$ cat config.mk
export PLATFORM = sky130hd
export DESIGN_NAME = uart_rx_flat
export DESIGN_NICKNAME = d
export VERILOG_FILES = /design/src/rtl/uart_rx_if.sv /design/src/rtl/uart_rx.sv /design/src/flat_wrapper.sv
export SDC_FILE = /design/constraint.sdc
export NUM_CORES = 1
export LEC_CHECK = 0
export CAP_MARGIN = 20
export CORE_UTILIZATION = 55
export CTS_CLUSTER_DIAMETER = 80
export DETAILED_ROUTE_END_ITERATION = 6
export PLACE_DENSITY = 0.78
export RECOVER_POWER = 25
export SYNTH_ARGS = -nofsm -noshare
export SYNTH_HDL_FRONTEND = slang
export SYNTH_SLANG_ARGS = --single-unit
$ cat constraint.sdc
create_clock -name clk -period 2.7 [get_ports clk]
set_input_delay 0.405 -clock clk [delete_from_list [all_inputs] [get_ports clk]]
set_output_delay 0.405 -clock clk [all_outputs]
set_load 0.01 [all_outputs]
$ cat src/rtl/uart_rx_if.sv
// Receiver-side signal bundle for uart_rx: serial line in, parallel byte and status out.
// UART_RX_PARITY_EN adds the parity_err status line.
interface uart_rx_if;
  logic       rx;
  logic [7:0] data_out;
  logic       valid;
  logic       busy;
  logic       frame_err;
`ifdef UART_RX_PARITY_EN
  logic       parity_err;

  modport master (input rx, output data_out, output valid, output busy,
                  output frame_err, output parity_err);
  modport slave  (output rx, input data_out, input valid, input busy,
                  input frame_err, input parity_err);
`else
  modport master (input rx, output data_out, output valid, output busy,
                  output frame_err);
  modport slave  (output rx, input data_out, input valid, input busy,
                  input frame_err);
`endif
endinterface

$ cat src/rtl/uart_rx.sv
// UART receiver: 8N1 frames (8E1 when UART_RX_PARITY_EN is defined), centre sampling,
// start-glitch rejection, stop-bit framing check and break hold-off.
module uart_rx #(
  parameter int unsigned CLK_PER_BIT = 16
) (
  input  logic      clk,
  input  logic      rst,
  uart_rx_if.master bus
);

  localparam int unsigned CW        = $clog2(CLK_PER_BIT) + 1;
  localparam int unsigned HALF      = CLK_PER_BIT / 2;
  localparam logic [CW-1:0] HALF_LAST = CW'(HALF - 1);
  localparam logic [CW-1:0] BIT_LAST  = CW'(CLK_PER_BIT - 1);

`ifdef UART_RX_PARITY_EN
  typedef enum logic [2:0] {IDLE, START, DATA, PARITY, STOP, BRK} state_t;
`else
  typedef enum logic [2:0] {IDLE, START, DATA, STOP, BRK} state_t;
`endif

  state_t        state;
  logic [CW-1:0] cnt;
  logic [2:0]    bit_idx;
  logic [7:0]    shift_reg;
  logic          rx_meta;
  logic          rx_s;
  logic [7:0]    data_q;
  logic          valid_q;
  logic          busy_q;
  logic          ferr_q;
`ifdef UART_RX_PARITY_EN
  logic          par_bit;
  logic          perr_q;
`endif

  assign bus.data_out  = data_q;
  assign bus.valid     = valid_q;
  assign bus.busy      = busy_q;
  assign bus.frame_err = ferr_q;
`ifdef UART_RX_PARITY_EN
  assign bus.parity_err = perr_q;
`endif

  // Synchronizer, bit timing and frame FSM; pulse outputs default low every cycle.
  always_ff @(posedge clk or posedge rst) begin
    if (rst) begin
      rx_meta   <= 1'b1;
      rx_s      <= 1'b1;
      state     <= IDLE;
      cnt       <= '0;
      bit_idx   <= '0;
      shift_reg <= '0;
      data_q    <= '0;
      valid_q   <= 1'b0;
      busy_q    <= 1'b0;
      ferr_q    <= 1'b0;
`ifdef UART_RX_PARITY_EN
      par_bit   <= 1'b0;
      perr_q    <= 1'b0;
`endif
    end else begin
      rx_meta <= bus.rx;
      rx_s    <= rx_meta;
      valid_q <= 1'b0;
      ferr_q  <= 1'b0;
`ifdef UART_RX_PARITY_EN
      perr_q  <= 1'b0;
`endif
      case (state)
        IDLE: begin
          cnt     <= '0;
          bit_idx <= '0;
          if (!rx_s) begin
            state  <= START;
            busy_q <= 1'b1;
          end
        end

        // Recheck the line at mid start bit so short glitches are dropped.
        START: begin
          if (cnt == HALF_LAST) begin
            cnt <= '0;
            if (!rx_s) begin
              state <= DATA;
            end else begin
              state  <= IDLE;
              busy_q <= 1'b0;
            end
          end else begin
            cnt <= cnt + CW'(1);
          end
        end

        DATA: begin
          if (cnt == BIT_LAST) begin
            cnt                <= '0;
            shift_reg[bit_idx] <= rx_s;
            bit_idx            <= bit_idx + 3'd1;
            if (bit_idx == 3'd7) begin
`ifdef UART_RX_PARITY_EN
              state <= PARITY;
`else
              state <= STOP;
`endif
            end
          end else begin
            cnt <= cnt + CW'(1);
          end
        end

`ifdef UART_RX_PARITY_EN
        PARITY: begin
          if (cnt == BIT_LAST) begin
            cnt     <= '0;
            par_bit <= rx_s;
            state   <= STOP;
          end else begin
            cnt <= cnt + CW'(1);
          end
        end
`endif

        // Stop-bit midpoint: deliver the byte or flag a framing error.
        STOP: begin
          if (cnt == BIT_LAST) begin
            cnt <= '0;
`ifdef UART_RX_PARITY_EN
            perr_q <= ^{shift_reg, par_bit};
`endif
            if (rx_s) begin
              data_q  <= shift_reg;
              valid_q <= 1'b1;
              state   <= IDLE;
              busy_q  <= 1'b0;
            end else begin
              ferr_q <= 1'b1;
              state  <= BRK;
            end
          end else begin
            cnt <= cnt + CW'(1);
          end
        end

        // Hold off until the line returns high so a long low cannot retrigger.
        BRK: begin
          cnt <= '0;
          if (rx_s) begin
            state  <= IDLE;
            busy_q <= 1'b0;
          end
        end

        default: begin
          state  <= IDLE;
          busy_q <= 1'b0;
        end
      endcase
    end
  end

endmodule

$ cat src/flat_wrapper.sv
// flat-port wrapper written by rule: the top's interface ports become plain ports
module uart_rx_flat 
#(
  parameter int unsigned CLK_PER_BIT = 16
)
  (clk, rst, bus_rx, bus_data_out, bus_valid, bus_busy, bus_frame_err);
  uart_rx_if bus_i ();
  input  logic clk;
  input  logic rst;
  input wire logic [$bits(bus_i.rx)-1:0] bus_rx;
  output wire logic [$bits(bus_i.data_out)-1:0] bus_data_out;
  output wire logic [$bits(bus_i.valid)-1:0] bus_valid;
  output wire logic [$bits(bus_i.busy)-1:0] bus_busy;
  output wire logic [$bits(bus_i.frame_err)-1:0] bus_frame_err;
  assign bus_i.rx = bus_rx;
  assign bus_data_out = bus_i.data_out;
  assign bus_valid = bus_i.valid;
  assign bus_busy = bus_i.busy;
  assign bus_frame_err = bus_i.frame_err;
  uart_rx #(.CLK_PER_BIT(CLK_PER_BIT)) u_core (.clk(clk), .rst(rst), .bus(bus_i));
endmodule
# ---- Yosys cells after proc, flatten, opt, wreduce, memory -nomap -nowiden
# Cells that the tools add are included.
dict set report totals {
  register_bits 32
  latchBits 0
  mem_bits_rw 0
  rom_bits 0
  output_inout_bits 11
  wordCells 67
  mem_count 0
}
dict set report classes {
  n_addsub 2
  multipliers 0
  div 0
  magnitude_cmp 2
  n_eq_ne 13
  n_shift 0
  n_mux 28
  bitwise_logic 1
  reduce_logical 11
}
# operator n
set ops {}
lappend ops {{3-bit two-way mux} 8}
lappend ops {{3-bit case mux with 5 select lines} 1}
lappend ops {{5-bit case mux with 3 select lines} 1}
lappend ops {{1-bit two-way mux} 11}
lappend ops {{5-bit two-way mux} 2}
lappend ops {{2-bit by 1-bit != test with 1-bit output (second input constant)} 5}
lappend ops {{8-bit bitwise mux} 1}
lappend ops {{3-bit by 2-bit == test with 1-bit output (second input constant)} 2}
lappend ops {{3-bit == test (second input constant)} 2}
lappend ops {{3-bit case mux with 2 select lines} 1}
lappend ops {{6-bit AND reduction} 1}
lappend ops {{5-bit by 1-bit adder with 5-bit output (second input constant)} 1}
lappend ops {{5-bit by 3-bit == test with 1-bit output (second input constant)} 1}
lappend ops {{5-bit by 4-bit == test with 1-bit output (second input constant)} 1}
lappend ops {{1-bit case mux with 5 select lines} 1}
lappend ops {{3-bit by 4-bit less-than comparator with 1-bit output (second input constant)} 1}
lappend ops {{2-bit AND reduction} 2}
lappend ops {{4-bit AND reduction} 1}
lappend ops {{2-bit OR reduction} 2}
lappend ops {{3-bit by 1-bit adder with 3-bit output (second input constant)} 1}
lappend ops {{1-bit demux with 3-bit select} 1}
lappend ops {{3-bit by 1-bit == test with 1-bit output (second input constant)} 1}
lappend ops {{3-bit by 1-bit >= comparator with 1-bit output (second input constant)} 1}
lappend ops {{3-bit zero test} 1}
lappend ops {{other kinds (7)} 7}

# ---- Longest topological paths before layout
# Gate-level depths: netlist (run 1).
dict set report logic_depth {
  word_depth 5
  ltp_mapped 7
}

# ---- Worst setup path before layout (run 1)
# No wires, ideal clock.
dict set report synth_timing {
  path_kind {reg-to-reg}
  startpoint {reg u_core.cnt[0]}
  endpoint {reg u_core.shift_reg[2]}
  setup_time_ns 0.125
  arrival_ns 1.976
  t_required_ns 2.575
  setup_slack_ns 0.599
  stages_incl_launch_ff 8
  synth_period_minus_slack_ns 2.101
  cell_sequence {dfrtp_1 -> ha_1 -> and3_1 -> ha_1 -> nand2_1 -> or4_4 -> nor3b_2 -> mux2_2}
}
dict set report synth_between {
  elab_chain_len 2
}
# item line
set synth_lines {}
lappend synth_lines {{from (decl)} uart_rx.sv:23} ;# logic [CW-1:0] cnt;
lappend synth_lines {{from (signal assigned)} uart_rx.sv:91} ;# cnt <= cnt + CW'(1);
lappend synth_lines {{from (signal assigned)} uart_rx.sv:108} ;# cnt <= cnt + CW'(1);
lappend synth_lines {{from (signal assigned)} uart_rx.sv:141} ;# cnt <= cnt + CW'(1);
lappend synth_lines {{5-bit by 4-bit == test with 1-bit output} uart_rx.sv:96} ;# if (cnt == BIT_LAST) begin
lappend synth_lines {{2-bit AND reduction (no source line)} -}
lappend synth_lines {{to (signal, indexed assignment)} uart_rx.sv:98} ;# shift_reg[bit_idx] <= rx_s;
lappend synth_lines {{to (decl)} uart_rx.sv:25} ;# logic [7:0] shift_reg;
# No other way between the ends.
# A chain may end at the register's enable or synchronous reset.

# ---- Final worst setup path (run 1)
dict set report layout_timing {
  startpoint {reg u_core.cnt[0]}
  endpoint {reg u_core.shift_reg[4]}
}
# Same word-level chain as after synthesis.

==> results of run 1 <==
-- cells in the mapped netlist (all sizes together), types with 2 or more instances --
| master | count |
|---|---|
| nand3 | 3 |
| nand2 | 10 |
| clkbuf | 4 |
| dfstp | 2 |
| a211oi | 2 |
| nor3 | 4 |
| inv | 6 |
| nor3b | 3 |
| buf | 2 |
| dfrtp | 30 |
| nor2 | 6 |
| nand3b | 2 |
| mux2 | 17 |
| ha | 6 |
| a21oi | 6 |
| a22o | 4 |
| o21ai | 3 |
-- power breakdown --
part | switching, µW | internal [µW]
registers | 83.9 | 538
clock network | 157 | 194
logic | 109 | 116
-- per-stage QoR --
stage	cell area (µm²)	utilization, %	hold slack, ps
global placement	1650	65.3	349
floorplan	1490	-	345
finish	1720	68.3	362
detailed placement	1650	65.3	349
CTS	1720	68.3	366
global route	1720	68.3	373
-- per-layer routing --
| layer | share of wire [%] | up-vias | global-route usage, % | wire, µm |
|---|---|---|---|---|
| li1 | - | 480 | - | - |
| met5 | 0 | - | 0 | 0 |
| met4 | 2.6 | 0 | 12.4 | 65 |
| met3 | 3.7 | 7 | 6.50 | 91 |
| met1 | 48 | 457 | 26.8 | 1180 |
| met2 | 46 | 21 | 29.8 | 1150 |
-- path summary, 6_finish.rpt --
kind | start | end | depth (start not counted)
max | u_core.cnt[0] | u_core.shift_reg[4] | 7
min | u_core.rx_meta | u_core.rx_s | 0
max reg2reg | u_core.cnt[0] | u_core.shift_reg[4] | 7
min reg2reg | u_core.rx_meta | u_core.rx_s | 0
max in group asynchronous | rst | u_core.shift_reg[4] | 3
min in group asynchronous | rst | u_core.shift_reg[3] | 2
-- cells by family after synthesis --
kind of cell | count (synthesis) | synth area share [%]
XOR/XNOR | 1 | 0.588
buffers and inverters | 12 | 3.19
multiplexers | 17 | 12.9
adder cells (fa/ha/maj) | 7 | 5.71
AND/OR/NAND/NOR | 37 | 15.3
AO/OA/AOI/OAI | 19 | 8.40
flip-flops | 32 | 53.9
-- layout make-up --
| cell class | count | area [µm²] |
|---|---|---|
| Clock buffer | 6 | 41.3 |
| Inverter | 6 | 22.5 |
| Timing Repair Buffer | 15 | 145 |
| Fill cell | 185 | 800 |
| Sequential cell | 32 | 803 |
| Clock inverter | 2 | 35.0 |
| Tap cell | 30 | 37.5 |
| Multi-Input combinational cell | 81 | 638 |
==> summary.txt, run 1 <==
Layout
  – Fin cells: 172
  – Most frequent cells in the layout: 30 x dfrtp_1, 17 x mux2_2, 11 x clkdlybuf4s50_1, 9 x nand2_1
  – Synthesis-to-finish area growth: 15.7%
  – Most common cell after layout, fill and taps aside: dfrtp_1
  – Number of inserted diodes: 0
  – Final #Nets: 150
  – Share of cells above drive strength 1: 23.9%

Drt
  – Wirelength, routed: 2490 µm
  – Vias per Instance: 5.61
  – Remaining antenna violation count: 0
  – Number of iterations in the first detailed-routing pass: 4
  – DR WL/cell: 14.5 µm
  – Detailed router's first-iteration violation count: 9
  – Vias: 965
  – Detailed-route DRC error count: 0

Global routing
  – Gr ovfl total: 0
  – Number of antenna violations at the first check in global routing: 0
  – Pin count of the biggest net entering global routing: 23
  – First-pass GRT wire length: 4020 µm
  – Total routing usage reported by global routing: 20.6%
  – Number of global-route vias before repair: 910

Die
  – Overall die area: 0.00292 mm²
  – Width of the die: 54.0 µm
  – Core area: 0.00252 mm²
  – Io pins: 14
  – Die outline height: 54.0 µm
  – Initial core utilization: 59.0%
  – Number of rows created at floorplan: 18

Min path
  – Path category of the worst min-delay check: register to register

Power and ir drop
  – Leakage power: 0.000791 µW
  – Post-layout power: 1200 µW
  – Peak supply drop: 0.553 mV
  – P per Cell Area: 695 mW/mm²

Worst setup path
  – Cell repeated most along the worst path: ha_1
  – Internal reg-to-reg setup slack: 460 ps
  – Critical Path, Cell by Cell: ha_1 -> and3_1 -> ha_1 -> nand2_1 -> or4_4 -> nor3b_2 -> mux2_2
  – Worst path bufs/invs: 0
  – Endpoint kind of the worst setup timing path: register
  – Delay of the slowest cell on the worst path: 490 ps
  – Data arrival time of the worst path: 2450 ps
  – Data required time at the worst endpoint: 2910 ps
  – Type of the worst setup path: register to register
  – Largest driver fanout on the critical path: 5
  – Family with the most delay on the worst path: simple AND/OR/NAND/NOR gates
  – Worst-path cell with the longest stage delay: or4_4
  – Kind of start point of the critical path: register

Clocking
  – Buffer type at the clock tree root: clkbuf_4
  – Buffers inserted during post-CTS setup optimization: 0
  – Clock tree sinks: 32
  – CTS clock-pin slew for the worst setup and hold paths: 90 ps
  – H-tree depth: 2
  – Number of buffers created by CTS: 5
  – Clock tree from TritonCTS: yes
  – Gates resized, CTS repair: 0
  – Longest Clk Path Bufs: 2
  – Clock latency at the later pin of the worst-skew pair: 320 ps
  – Quantity of hold-fixing buffers added after cts: 0

STA
  – Count of final max-slew check failures: 0
  – Worst slew margin: 46.6%
  – Tightest Pin Transition: 800 ps
  – Final-layout setup total negative slack: 0 ps
  – Min cycle time layout: 2240 ps
  – Unrepaired setup endpoints after global routing: no
  – Fmax: 446 MHz
  – Post-route setup slack: 457 ps
  – Clock tree skew after final layout: 8.82 ps
  – Period utilization: 83.1%
  – Final Hold Violating Endpoints: 0
  – Setup Viol. Count Final: 0

Logic synthesis
  – Number of enable flip-flop cells after synthesis: 0
  – Most area-hungry cell type in the Yosys netlist: dfrtp_1
  – Count of mapped cells out of synthesis: 125
  – Share of flip-flops with an asynchronous set or reset: 100%
  – Post-synthesis instance area: 0.00149 mm²
  – Top_reg_cell synth: dfrtp_1
  – FF+latch count, synth: 32
  – Yosys top cell area share: 50.4%
  – Syn Area/Cell: 11.9 µm²
  – Netlist cell types: 34
  – Sequential share of the synthesized area: 53.9%
  – Top cells by area, synth: dfrtp_1 50%, mux2_2 13%, ha_1 5.0%
  – Mapped Nets: 134
  – Warning count from the yosys run: 0

Placed design
  – Instance count after placement with tap cells included: 164
  – Worst-case setup slack after placement: 468 ps
  – Count of buffers from port buffering: 13
  – Post-detailed-placement half-perimeter wirelength: 1780 µm
  – RD Place Congestion: 0.864

Status
  – Run status: finished clean

Job
  – Number of maximum-capacitance violations: 0
Power figures use the tool's default switching activity.
==> inputs of run 2 (changes only) <==
- clock period: 2.7 -> 2.25 ns (I/O delays scaled with it)
==> summary.txt, run 2 (synthesis results as in run 1) <==
STA
  – Worst slew margin: 50.3% (+3.6 points)
  – Count of final max-slew check failures: 0 (unchanged)
  – Tightest Pin Transition: 746 ps (-53.7 ps)
  – Final Hold Violating Endpoints: 0 (unchanged)
  – Fmax: 465 MHz (+4.4%)
  – Setup Viol. Count Final: 0 (unchanged)
  – Worst hold slack across all endpoints: 366 ps (+4.13 ps)
  – Period utilization: 95.5% (+12 points)
  – Final-layout setup total negative slack: 0 ps (unchanged)
  – Clock tree skew after final layout: 11.3 ps (+2.44 ps)
  – Min cycle time layout: 2150 ps (-93.9 ps)
  – Post-route setup slack: 101 ps (-356 ps)
  – Unrepaired setup endpoints after global routing: no

Placed design
  – Post-detailed-placement half-perimeter wirelength: 1770 µm (-0.32%)
  – RD Place Congestion: 0.844 (-2.4%)
  – Count of buffers from port buffering: 13 (unchanged)
  – Worst-case setup slack after placement: -10.7 ps (-478 ps)
  – Instance count after placement with tap cells included: 165 (+0.61%)

Global routing
  – Pin count of the biggest net entering global routing: 33 (+43%)
  – First-pass GRT wire length: 4280 µm (+6.7%)
  – Number of antenna violations at the first check in global routing: 0 (unchanged)
  – Total routing usage reported by global routing: 22.2% (+1.6 points)
  – Number of global-route vias before repair: 903 (-0.77%)
  – Gr ovfl total: 0 (unchanged)

Layout
  – Fin cells: 173 (+0.58%)
  – Final #Nets: 151 (+0.67%)
  – Most common cell after layout, fill and taps aside: dfrtp_1
  – Synthesis-to-finish area growth: 17.0%
  – Share of cells above drive strength 1: 27.3% (+3.3 points)
  – Most frequent cells in the layout: 30 x dfrtp_1, 17 x mux2_2, 11 x clkdlybuf4s50_1, 8 x nand2_1
  – Number of inserted diodes: 0 (unchanged)

Worst setup path
  – Largest driver fanout on the critical path: 5 (unchanged)
  – Endpoint kind of the worst setup timing path: register
  – Type of the worst setup path: register to register
  – Kind of start point of the critical path: register
  – Depth of the most critical reg-to-reg path: 7 (unchanged)
  – Data required time at the worst endpoint: 2480 ps (-430 ps)
  – Data arrival time of the worst path: 2380 ps (-70 ps)

Status
  – Run status: finished clean

Power and ir drop
  – Clock Power Share: 24.7% (-4.7 points)
  – Peak supply drop: 0.757 mV (+37%)
  – P per Cell Area: 803 mW/mm² (+16%)
  – Int Pwr: 956 µW (+13%)
  – Switching portion of total power: 31.6% (+2.4 points)
  – Share of power burned in registers: 52.5% (+0.6 points)
  – Post-layout power: 1400 µW (+17%)
  – Leakage power: 0.000790 µW (about the same)
  – Switching power total: 442 µW (+26%)
  – Combinational fraction of design power: 22.7% (+4.0 points)

Drt
  – Wirelength, routed: 2570 µm (+3.4%)
  – Number of iterations in the first detailed-routing pass: 4 (unchanged)
  – Remaining antenna violation count: 0 (unchanged)
  – Vias: 998 (+3.4%)
  – Vias per Instance: 5.77 (+2.8%)
  – Detailed-route DRC error count: 0 (unchanged)
  – DR WL/cell: 14.9 µm (+2.8%)
  – Detailed router's first-iteration violation count: 14 (+5)

Clocking
  – Clock latency at the later pin of the worst-skew pair: 340 ps (+20 ps)
  – H-tree depth: 2 (unchanged)
  – Buffers inserted during post-CTS setup optimization: 0 (unchanged)
  – Longest Clk Path Bufs: 2 (unchanged)
  – Number of buffers created by CTS: 5 (unchanged)
  – Buffer type at the clock tree root: clkbuf_4
  – Clock tree sinks: 32 (unchanged)
  – CTS clock-pin slew for the worst setup and hold paths: 100 ps (about the same)
  – Clock tree from TritonCTS: yes

Min path
  – Worst hold stages: 0 (unchanged)
  – Path category of the worst min-delay check: register to register

Die
  – Initial core utilization: 59.0% (unchanged)
  – Io pins: 14 (unchanged)
  – Number of rows created at floorplan: 18 (unchanged)
  – Die outline height: 54.0 µm (unchanged)
  – Overall die area: 0.00292 mm² (unchanged)
  – Width of the die: 54.0 µm (unchanged)
  – Core area: 0.00252 mm² (unchanged)

Job
  – Number of maximum-capacitance violations: 0 (unchanged)
[run 2: worst max-delay path, stage by stage, from the launching register on]
cell and delay (ps):
dfrtp_1 390, ha_2 210, and3_4 220, ha_4 150, nand2_4 60, or4_4 470
nor3b_2 210, mux2_2 350
[run 2: power by group through the flow]
stage | registers, µW | clock network (µW) | logic [µW]
finish | 735 | 346 | 318
global route | 742 | 384 | 358
CTS | 725 | 357 | 311
detailed placement | 733 | 0 | 308
global placement | 730 | 0 | 295
floorplan | 706 | 0 | 249
[run 2: layer usage]
layer	track usage, %	part of all wire [%]
met5	0	0
met4	11.5	2.3
met2	32.5	47
met3	8.47	4.7
met1	28.3	46
[run 2: repair_timing]
action | in CTS | in global routing
pin swaps | 0 | 0
setup endpoints to repair | 2 | 11
resized for setup | 1 | 5
hold buffers | 0 | 0
[run 2: per-stage QoR]
stage,area [µm²],util [%]
after global placement,1650,65.6
after CTS,1720,68.3
after floorplan,1490,-
after global routing,1740,69.0
after detailed placement,1650,65.6
final,1740,69.0
[run 2: area by class of cell]
class	count	area, µm²
Timing Repair Buffer	16	150
Clock buffer	7	55.1
Fill cell	198	781
Multi-Input combinational cell	81	666
Tap cell	30	37.5
Clock inverter	1	7.51
Inverter	6	22.5
Sequential cell	32	803
[run 2: path summary, 6_finish.rpt]
| check | slack [ps] | end | from |
|---|---|---|---|
| max in group asynchronous | 1120 | u_core.cnt[0] | rst |
| worst max register to register | 100 | u_core.shift_reg[2] | u_core.cnt[1] |
| worst min register to register | 370 | u_core.rx_s | u_core.rx_meta |
| worst min-delay path | 370 | u_core.rx_s | u_core.rx_meta |
| min in group asynchronous | 640 | u_core.bus.valid | rst |
| worst max-delay path | 100 | u_core.shift_reg[2] | u_core.cnt[1] |
==> inputs of run 3 (changes only) <==
- CELL_PAD_IN_SITES_DETAIL_PLACEMENT: default -> 1
- CELL_PAD_IN_SITES_GLOBAL_PLACEMENT: default -> 2
- CORE_UTILIZATION: 55 -> 38
- PLACE_DENSITY: 0.78 -> 0.79
==> summary.txt, run 3 (synthesis results as in run 1) <==
Status
  – Run status: finished clean

Layout
  – Synthesis-to-finish area growth: 29.5%
  – Most frequent cells in the layout: 30 x dfrtp_1, 16 x mux2_2, 12 x buf_4, 11 x clkdlybuf4s50_1, 8 x nand2_1
  – Fillers: 408 (+110%)
  – Share of cells above drive strength 1: 33.3% (+6.1 points)
  – Final #Nets: 161 (+6.6%)
  – Most common cell after layout, fill and taps aside: dfrtp_1
  – Number of inserted diodes: 0 (unchanged)

Die
  – Core area: 0.00372 mm² (+47%)
  – Die outline height: 64.6 µm (+20%)
  – Initial core utilization: 40.1% (-19 points)
  – Width of the die: 64.6 µm (+20%)
  – Number of rows created at floorplan: 22 (+4)
  – Overall die area: 0.00417 mm² (+43%)
  – Io pins: 14 (unchanged)

Worst setup path
  – Endpoint kind of the worst setup timing path: register
  – Depth of the most critical reg-to-reg path: 7 (unchanged)
  – Cell depth of the worst setup path: 7 (unchanged)
  – Worst path bufs/invs: 0 (unchanged)
  – Data arrival time of the worst path: 2370 ps (about the same)
  – Largest driver fanout on the critical path: 5 (unchanged)
  – Delay of the slowest cell on the worst path: 590 ps (+120 ps)
  – Kind of start point of the critical path: register
  – Cell repeated most along the worst path: ha_4
  – Launch point of the worst reg-to-reg path: u_core.cnt[1]
  – Data required time at the worst endpoint: 2410 ps (-70 ps)
  – Worst-path cell with the longest stage delay: or4_4
  – Type of the worst setup path: register to register
  – Family with the most delay on the worst path: simple AND/OR/NAND/NOR gates
  – Internal reg-to-reg setup slack: 50 ps (-50 ps)
  – Critical Path, Cell by Cell: ha_4 -> and3_4 -> ha_4 -> nand2_4 -> or4_4 -> nor3b_2 -> mux2_2
  – Endpoint of the worst-slack reg-to-reg timing path: u_core.shift_reg[4]

Power and ir drop
  – Peak supply drop: 0.386 mV (-49%)
  – Leakage power: 0.000881 µW (+12%)
  – P per Cell Area: 904 mW/mm² (+13%)

STA
  – Worst hold slack across all endpoints: 360 ps (-6.31 ps)
  – Clock tree skew after final layout: 6.64 ps (-4.63 ps)
  – Min cycle time layout: 2200 ps (+54.2 ps)
  – Worst slew margin: 46.3% (-4.0 points)
  – Post-route setup slack: 47.1 ps (-54.2 ps)
  – Setup Viol. Count Final: 0 (unchanged)
  – Count of final max-slew check failures: 0 (unchanged)
  – Final-layout setup total negative slack: 0 ps (unchanged)
  – Fmax: 454 MHz (-2.5%)
  – Tightest Pin Transition: 806 ps (+59.3 ps)
  – Period utilization: 97.9% (+2.4 points)
  – Final Hold Violating Endpoints: 0 (unchanged)

Clocking
  – Number of buffers created by CTS: 5 (unchanged)
  – Quantity of hold-fixing buffers added after cts: 0 (unchanged)
  – Clock tree from TritonCTS: yes
  – Clock latency at the later pin of the worst-skew pair: 280 ps (-60 ps)
  – H-tree depth: 2 (unchanged)
  – Clock tree sinks: 32 (unchanged)
  – Buffer type at the clock tree root: clkbuf_8
  – CTS clock-pin slew for the worst setup and hold paths: 70 ps (-30 ps)
  – Longest Clk Path Bufs: 2 (unchanged)

Drt
  – Vias per Instance: 5.32 (-7.8%)
  – Vias: 1069 (+7.1%)
  – Wirelength, routed: 3290 µm (+28%)
  – Number of iterations in the first detailed-routing pass: 4 (unchanged)
  – Remaining antenna violation count: 0 (unchanged)
  – Detailed router's first-iteration violation count: 24 (+10)
  – DR WL/cell: 16.4 µm (+10%)
  – Detailed-route DRC error count: 0 (unchanged)

Min path
  – Worst hold stages: 0 (unchanged)
  – Worst Hold Endpoint: u_core.rx_s
  – Path category of the worst min-delay check: register to register
  – Critical hold path startpoint: u_core.rx_meta

Global routing
  – Number of global-route vias before repair: 1151 (+27%)
  – Pin count of the biggest net entering global routing: 33 (unchanged)
  – Number of antenna violations at the first check in global routing: 0 (unchanged)
  – First-pass GRT wire length: 5590 µm (+30%)
  – Gr ovfl total: 0 (unchanged)
  – Total routing usage reported by global routing: 18.0% (-4.2 points)

Placed design
  – Post-detailed-placement half-perimeter wirelength: 2070 µm (+17%)
  – Worst-case setup slack after placement: -16.3 ps (-5.67 ps)
  – RD Place Congestion: 0.804 (-4.8%)
  – Count of buffers from port buffering: 13 (unchanged)

Job
  – Number of maximum-capacitance violations: 0 (unchanged)
[run 3: cell count changes in the layout (fill, tap and decap cells not counted), sizes merged]
cell,before,now
bufinv,0,1
buf,2,12
clkinvlp,1,0
[run 3: cell type report]
class / count / area, µm² / share of cell area [%]
clock inverter: 1 / 30.0 / 1.56
clock buffer: 7 / 96.3 / 5.00
sequential: 32 / 803 / 41.7
tap: 48 / 60.1 / 3.11
timing repair buffer: 26 / 225 / 11.7
multi-input combinational: 81 / 691 / 35.8
inverter: 6 / 22.5 / 1.17
[run 3: what timing repair did]
item,4_1_cts,5_1_grt
resized for setup,1,9
endpoints found under the setup margin,3,15
pin swaps,0,5
setup buffers,0,6
[run 3: where the power goes]
group / switching (µW) / internal, µW / leakage, µW
Clock: 210 / 391 / 0.0000645
Combinational: 201 / 210 / 0.000395
Sequential: 85.8 / 646 / 0.000422
[run 3: how the worst max path moves through the flow]
stage | from | endpoint | slack [ps]
detailed placement | u_core.cnt[1] | u_core.shift_reg[2] | -20
floorplan | u_core.cnt[0] | u_core.shift_reg[2] | 150
CTS | u_core.cnt[1] | u_core.shift_reg[2] | 3
global route | u_core.cnt[1] | u_core.shift_reg[4] | -20
finish | u_core.cnt[1] | u_core.shift_reg[4] | 50
global placement | u_core.cnt[1] | u_core.shift_reg[2] | 70
[run 3: per-layer routing]
metal / track usage, % / share of wire, % / vias up
li1: - / - / 497
met1: 22.7 / 45 / 549
met2: 28.0 / 51 / 19
met3: 5.28 / 3.4 / 4
met4: 8.61 / 1.3 / 0
met5: 0 / 0 / -
[run 3: worst register-to-register path: cells and delay by family (launching register included)]
family / cells / cell delay (ps)
simple gates: 4 / 1030
flops: 1 / 400
fa+ha+maj: 2 / 320
mux: 1 / 350
[run 3: through the flow]
| stage | total power (µW) | utilization, % | cell area (µm²) | instances |
|---|---|---|---|---|
| after floorplan | 955 | - | 1490 | 125 |
| after global routing | 1840 | 51.9 | 1930 | 201 |
| after global placement | 1070 | 45.9 | 1710 | 187 |
| final | 1740 | 51.9 | 1930 | 201 |
| after detailed placement | 1080 | 45.9 | 1710 | 187 |
| after CTS | 1700 | 49.5 | 1840 | 195 |
